===== src/rtl/prog_loader_pkg.sv =====
// Shared constants and loader state encoding for the instruction-memory loader.
// Memory geometry is shared with the pipeline's instr_mem declaration.
package prog_loader_pkg;

  localparam int IMEM_DEPTH = 16;
  localparam int IMEM_AW    = 4;
  localparam int INSTR_W    = 16;

  typedef enum logic [2:0] {
    IDLE,
    LEN,
    HI,
    LO,
    CSUM,
    DONE,
    ERR
  } ld_state_t;

endpackage


===== src/rtl/prog_loader.sv =====
// Byte-stream loader: assembles big-endian words into instr_mem, verifies an
// XOR checksum and releases the pipeline hold only on a good image.
module prog_loader
  import prog_loader_pkg::*;
#(
  parameter int DEPTH = IMEM_DEPTH,
  parameter int AW    = IMEM_AW,
  parameter int IW    = INSTR_W
) (
  input  logic          clk,
  input  logic          reset,
  input  logic          start,
  input  logic          in_valid,
  input  logic [7:0]    in_data,
  output logic          in_ready,
  output logic          mem_we,
  output logic [AW-1:0] mem_addr,
  output logic [IW-1:0] mem_wdata,
  output logic          cpu_hold,
  output logic          done,
  output logic          error,
  output logic [AW:0]   words_loaded
);

  localparam logic [7:0] MAX_LEN = 8'(DEPTH);

  ld_state_t     state, state_n;
  logic [AW-1:0] last, last_n;
  logic [AW-1:0] idx, idx_n;
  logic [7:0]    hi, hi_n;
  logic [7:0]    csum, csum_n;
  logic          we_n, hold_n, done_n, err_n;
  logic [AW-1:0] addr_n;
  logic [IW-1:0] wdata_n;
  logic [AW:0]   wl_n;
  logic          acc;

  assign in_ready = (state == LEN) || (state == HI) ||
                    (state == LO)  || (state == CSUM);
  assign acc = in_valid && in_ready;

  always_comb begin
    state_n = state;
    last_n  = last;
    idx_n   = idx;
    hi_n    = hi;
    csum_n  = csum;
    we_n    = 1'b0;
    addr_n  = mem_addr;
    wdata_n = mem_wdata;
    hold_n  = cpu_hold;
    done_n  = done;
    err_n   = error;
    wl_n    = words_loaded;
    unique case (state)
      IDLE, DONE, ERR: begin
        if (start) begin
          state_n = LEN;
          wl_n    = '0;
          done_n  = 1'b0;
          err_n   = 1'b0;
          csum_n  = '0;
          hold_n  = 1'b1;
        end
      end
      LEN: begin
        if (acc) begin
          if (in_data == 8'd0 || in_data > MAX_LEN) begin
            state_n = ERR;
            err_n   = 1'b1;
            hold_n  = 1'b1;
          end else begin
            last_n  = AW'(in_data - 8'd1);
            idx_n   = '0;
            state_n = HI;
          end
        end
      end
      HI: begin
        if (acc) begin
          hi_n    = in_data;
          csum_n  = csum ^ in_data;
          state_n = LO;
        end
      end
      LO: begin
        if (acc) begin
          csum_n  = csum ^ in_data;
          we_n    = 1'b1;
          addr_n  = idx;
          wdata_n = {hi, in_data};
          wl_n    = words_loaded + 1'b1;
          if (idx == last) begin
            state_n = CSUM;
          end else begin
            idx_n   = idx + 1'b1;
            state_n = HI;
          end
        end
      end
      CSUM: begin
        if (acc) begin
          if (in_data == csum) begin
            state_n = DONE;
            done_n  = 1'b1;
            hold_n  = 1'b0;
          end else begin
            state_n = ERR;
            err_n   = 1'b1;
            hold_n  = 1'b1;
          end
        end
      end
      default: state_n = IDLE;
    endcase
  end

  always_ff @(posedge clk or posedge reset) begin
    if (reset) begin
      state        <= IDLE;
      last         <= '0;
      idx          <= '0;
      hi           <= '0;
      csum         <= '0;
      mem_we       <= 1'b0;
      mem_addr     <= '0;
      mem_wdata    <= '0;
      cpu_hold     <= 1'b1;
      done         <= 1'b0;
      error        <= 1'b0;
      words_loaded <= '0;
    end else begin
      state        <= state_n;
      last         <= last_n;
      idx          <= idx_n;
      hi           <= hi_n;
      csum         <= csum_n;
      mem_we       <= we_n;
      mem_addr     <= addr_n;
      mem_wdata    <= wdata_n;
      cpu_hold     <= hold_n;
      done         <= done_n;
      error        <= err_n;
      words_loaded <= wl_n;
    end
  end

endmodule


===== config.mk =====
export PLATFORM = sky130hd
export DESIGN_NAME = prog_loader
export DESIGN_NICKNAME = d
export VERILOG_FILES = /design/src/rtl/prog_loader_pkg.sv /design/src/rtl/prog_loader.sv
export SDC_FILE = /design/constraint.sdc
export NUM_CORES = 1
export LEC_CHECK = 0
export ABC_AREA = 1
export CORE_MARGIN = 8
export CORE_UTILIZATION = 25
export CTS_BUF_LIST = sky130_fd_sc_hd__clkbuf_4
export DETAILED_ROUTE_END_ITERATION = 10
export SLEW_MARGIN = 20
export SYNTH_ARGS = -nofsm -noshare
export SYNTH_HDL_FRONTEND = slang
export SYNTH_SLANG_ARGS = --single-unit

===== constraint.sdc =====
create_clock -name clk -period 2.22 [get_ports clk]
set_clock_uncertainty 0.15 [all_clocks]
set_input_delay 0.333 -clock clk [delete_from_list [all_inputs] [get_ports clk]]
set_output_delay 0.333 -clock clk [all_outputs]
set_load 0.02 [all_outputs]

Yosys cells after proc, flatten, opt, wreduce, memory -nomap -nowiden --
Index checks and enable logic that the tools add are counted.
Word-level totals: bits of input ports 12, output and inout bits 30, logic and storage cells 96, flip-flop bits (word level) 56
Cells by class: magnitude comparators 1, $add $sub $neg 3, bitwise operators 2, eq/ne operators 19, mux-type cells 35, reductions and logical operators 24
Operator list (number):
- 2-to-1 mux 3 bit | 7
- 2-to-1 mux 4 bit | 4
- 2-to-1 mux 8 bit | 2
- != test 2 bit, second input constant | 8
- one-hot mux 8 bit (2 select lines) | 1
- one-hot mux 3 bit (5 select lines) | 1
- AND reduction 5 bit | 3
- 2-to-1 mux 1 bit | 12
- 2-to-1 mux 5 bit | 2
- one-hot mux 5 bit (2 select lines) | 1
- == test 3 bit, second input constant | 3
- AND reduction 3 bit | 3
- == test 8 bit | 1
- greater-than comparator 8 x 5 -> 1 bit, second input constant | 1
- logical NOT 8 bit | 1
- one-hot mux 4 bit (2 select lines) | 1
- nonzero test 2 bit | 4
- XOR 8 bit | 1
- == test 3 x 2 -> 1 bit, second input constant | 2
- != test 2 x 1 -> 1 bit, second input constant | 3
- one-hot mux 1 bit (3 select lines) | 2
- AND reduction 6 bit | 1
- adder 5 x 1 -> 5 bit, second input constant | 1
- adder 4 x 1 -> 4 bit, second input constant | 1
- 14 further kinds | 18

Depth between registers and ports, before layout --
word-level depth 7, gate-level depth with buffers 11, gate-level depth less buffers 11

Worst setup path before layout --
OpenSTA, ideal clock, no wires.
path kind register to register, start point register state[1], end point register last[0], cell stages (with the launch flop) 9, period minus slack after synthesis 1.567 ns, arrival time 1.289 ns, data required time 1.941 ns, path buffers 0, slack 0.653 ns, cell sequence dfrtp_1 nor2_2 nand2_2 inv_2 nor2_2 inv_1 nand3_1 nand2_1 o21ai_0
Between the ends: longest elaborated chain between the ends 6, elaborated cells on any way between the ends 9
RTL lines:
- start, declared | RTL line prog_loader.sv:27 | ld_state_t state, state_n;
- start signal, assigned | RTL line prog_loader.sv:133 | state <= state_n;
- == test 3 x 1 -> 1 bit or == test 3 x 2 -> 1 bit (tied branches) | RTL line prog_loader.sv:38 | assign in_ready = (state == LEN) || (state == HI) ||
- logical OR 1 bit (2 in series) | RTL line prog_loader.sv:38
- logical OR 1 bit (*) | RTL line prog_loader.sv:39 | (state == LO) || (state == CSUM);
- via in_ready | RTL line prog_loader.sv:15 | output logic in_ready,
- logical AND 1 bit (*) | RTL line prog_loader.sv:40 | assign acc = in_valid && in_ready;
- AND reduction 3 bit (no source line) (*)
- end signal, assigned | RTL line prog_loader.sv:134 | last <= last_n;
- end, declared | RTL line prog_loader.sv:28 | logic [AW-1:0] last, last_n;
Mark *: on every way through the listed nets, which the timed path passes. The rest lies on a longest branch. A chain may end at the register's enable or synchronous reset.

Worst setup path after layout --
start point register cpu_hold, end point output cpu_hold
RTL lines:
- start, declared | RTL line prog_loader.sv:19 | output logic cpu_hold,
- start signal, assigned | RTL line prog_loader.sv:141 | cpu_hold <= hold_n;
No word-level cell between the ends.

==> run_results.csv <==
group,metric,value,unit
power_and_ir_drop,power_leakage,0.00168,uW
routing,top_layer,"met4",
layout,syn2layout_area_growth,25.2,%
setup_path,cp_cell_sequence,"clkdlybuf4s50_1",
floorplan,row_count,38,
routing,drtAntennaViolNets,0,
setup_path,r2r_slack,440,ps
grt,grt_usage,9.38,%
routing,wl,6480,um
timing,hold_viol_final,0,
setup_path,critical_path.slowest_cell,"clkdlybuf4s50_1",
power_and_ir_drop,seqPwrFrac,39.1,%
floorplan,initial_core_util,25.5,%
timing,rsz0062_at_grt,"false",
grt,grt_antenna_before_repair,0,
routing,m1WireLength,3270,um
layout,fin_nets,415,
timing,slew_violations,0,
clock_tree,cts_inserted_buffers,5,
logic_synthesis,synthCells,348,
setup_path,required,1740,ps
logic_synthesis,synth_area_leaders,"dfrtp_1 50%, nand2_1 18%, o21ai_0 6.4%",
layout,drive_above_1_share,10.5,%
logic_synthesis,yosys.area.top_type,"dfrtp_1",
routing,routedWlPerCell,12.0,um
power_and_ir_drop,combinationalPowerShare,49.3,%
grt,grt.overflow.total,0,
power_and_ir_drop,power_density,1200,nW/um^2
placed_design,post-dp-hpwl,4990,um
routing,dr_wl_met2,2830,um
logic_synthesis,ys_ff_latch,56,
routing,drtIter0Drc,112,
placed_design,portBuffers,41,
logic_synthesis,avgSynthCellArea,7.92,um^2
routing,wl_met3,302,um
timing,layout_setup_ws,182,ps
min_path,hp-class,"in -> async",
clock_tree,clk_path_buf_depth,2,
routing,firstDrtPassIters,4,
placed_design,pre_cts_slack,67.4,ps
timing,slew_headroom,72.0,%
power_and_ir_drop,sw_frac_of_total,44.5,%
floorplan,die_width,121,um
timing,timing.fmax,0.491,GHz
setup_path,slowest_delay,600,ps
logic_synthesis,yosysTopAreaCellShare,49.9,%
setup_path,path_class,"reg -> out",
timing,worstMarginPinSlew,419,ps
setup_path,cp_top_family,"buffers and inverters",
power_and_ir_drop,power.switching,1850,uW
clock_tree,cts_root_buf,"clkbuf_4",
placed_design,gp_congestion,0.892,
clock_tree,clock_latency,390,ps
setup_path,worst_ep_arrival_time,1550,ps
clock_tree,ctsHoldBuffers,0,
setup_path,end_kind,"primary output",
grt,grt_start_max_net_pins,42,
layout,antennaDiodeCount,0,
run_status,status,"finished clean",
clock_tree,clk_pin_slew,180,ps
logic_synthesis,synth_fp_nets,363,
timing,tns,0,ps
job,max_cap_viol_count,0,
timing,period_share,91.8,%
logic_synthesis,yosysUniqueCellTypes,25,
power_and_ir_drop,ir_drop,0.763,mV
routing,routed_via_density,4.31,
floorplan,io_pins,42,
timing,timing.final.crit_period,2040,ps
power_and_ir_drop,p_int,2310,uW
floorplan,die-area,14600,um^2
setup_path,critPathLaunchType,"register",
floorplan,core-area,10800,um^2
floorplan,die_h,121,um
clock_tree,cts_sinks,56,
setup_path,path_max_fanout,2,
routing,num_vias,2331,
routing,route.detailed.drc,0,
clock_tree,cts_htree_levels,2,
logic_synthesis,yosys_warnings,0,
clock_tree,postCtsSetupBuffers,0,
timing,setup_violations,0,
logic_synthesis,syn_area,2760,um^2
power_and_ir_drop,p_clk_share,11.6,%
logic_synthesis,synth.yosys.seq_area_share,50.9,%
clock_tree,cts_tree,"yes",
grt,grt_pass1_vias,2329,
grt,grt_pass1_wl,11200,um
setup_path,cp_num_buf_inv,1,
## registers in the layout, indices dropped and copies added (netlist names), 3 cells and up
register and cells:
mem_wdata 16, mem_addr 4, idx 4, state 3, csum 8, last 4, hi 8, words_loaded 5
## path summary, 6_finish.rpt
kind	from	endpoint	cells after the start
worst max-delay path	cpu_hold$_DFFE_PP1P_	cpu_hold	1
worst min-delay path	reset	csum[1]$_DFFE_PP0P_	2
worst max register to register	state[1]$_DFFE_PP0P_	words_loaded[3]$_DFFE_PP0P_	6
worst min register to register	hi[3]$_DFFE_PP0P_	mem_wdata[11]$_DFFE_PP0P_	2
max in group asynchronous	reset	mem_wdata[8]$_DFFE_PP0P_	3
min in group clk	hi[3]$_DFFE_PP0P_	mem_wdata[11]$_DFFE_PP0P_	2
## cells in the final DEF, fill, tap and decap left out
cell type	synthesis	routed
o21ai_0	35	35
nand3_1	28	28
a21oi_1	1	1
nand3_2	1	1
nand2_1	133	133
dfrtp_1	55	54
or2_2	1	1
nand4_1	4	4
buf_4	2	9
xor2_1	6	6
nand3b_4	1	1
inv_6	0	2
nor2_1	14	14
inv_1	37	36
clkdlybuf4s50_1	0	40
buf_12	0	1
nor3_1	2	2
o21ai_2	8	8
nand2_2	3	3
ha_1	3	3
clkbuf_4	0	5
xnor2_1	1	1
dfrtp_2	0	1
nor2_2	3	3
inv_2	2	3
clkbuf_2	0	1
clkinvlp_4	0	1
clkinv_1	2	2
dfstp_2	1	1
nand4_2	1	1
## power groups by stage
stage	Sequential [uW]	Clock (uW)	Combinational [uW]
2_1_floorplan	1820	0	1150
3_5_place_dp	1650	0	2080
4_1_cts	1620	522	2080
3_3_place_gp	1640	0	2060
6_report	1620	483	2050
5_1_grt	1680	553	2320
## metrics by stage
| stage | utilization (%) | hold slack [ps] | cell area (um^2) | power, uW | cells |
|---|---|---|---|---|---|
| finish | 32.0 | 85.3 | 3450 | 4160 | 541 |
| global route | 32.0 | 87.2 | 3450 | 4560 | 541 |
| CTS | 32.0 | 73.7 | 3450 | 4230 | 541 |
| detailed placement | 31.4 | 302 | 3390 | 3730 | 533 |
| global placement | 31.4 | 308 | 3390 | 3700 | 533 |
| floorplan | - | 292 | 2760 | 2980 | 348 |
## what timing repair did
action                                 4_1_cts  5_1_grt
setup endpoints to repair                    1        1
resized for setup                            2        2
endpoints found under the hold margin        0        0
## layout make-up
cell class | count | area [um^2]
Fill cell | 1148 | 7340
Sequential cell | 56 | 1400
Multi-Input combinational cell | 245 | 1160
Timing Repair Buffer | 51 | 493
Tap cell | 140 | 175
Inverter | 41 | 154
Clock buffer | 5 | 37.5
Clock inverter | 3 | 25.0
## routing by layer
layer,GRT usage [%],up-vias
met2,15.0,42
li1,-,1204
met5,0,-
met4,2.97,0
met1,12.2,1078
met3,2.28,7
## cells in the mapped netlist (all sizes together)
master	instances
a21oi	1
buf	3
clkbuf	3
clkinv	2
dfrtp	55
dfstp	1
ha	3
inv	39
nand2	136
nand3	29
nand3b	1
nand4	5
nor2	17
nor3	2
o21ai	43
or2	1
xnor2	1
xor2	6
## cell families after synthesis
logic type	count (synthesis)	synth area share (%)
compound gates	44	9.08
xor+xnor	7	2.22
fa+ha+maj	3	1.36
buf+inv	47	6.94
flops	56	50.9
simple gates	191	29.5
Note: power is estimated with default switching activity, not from simulation.
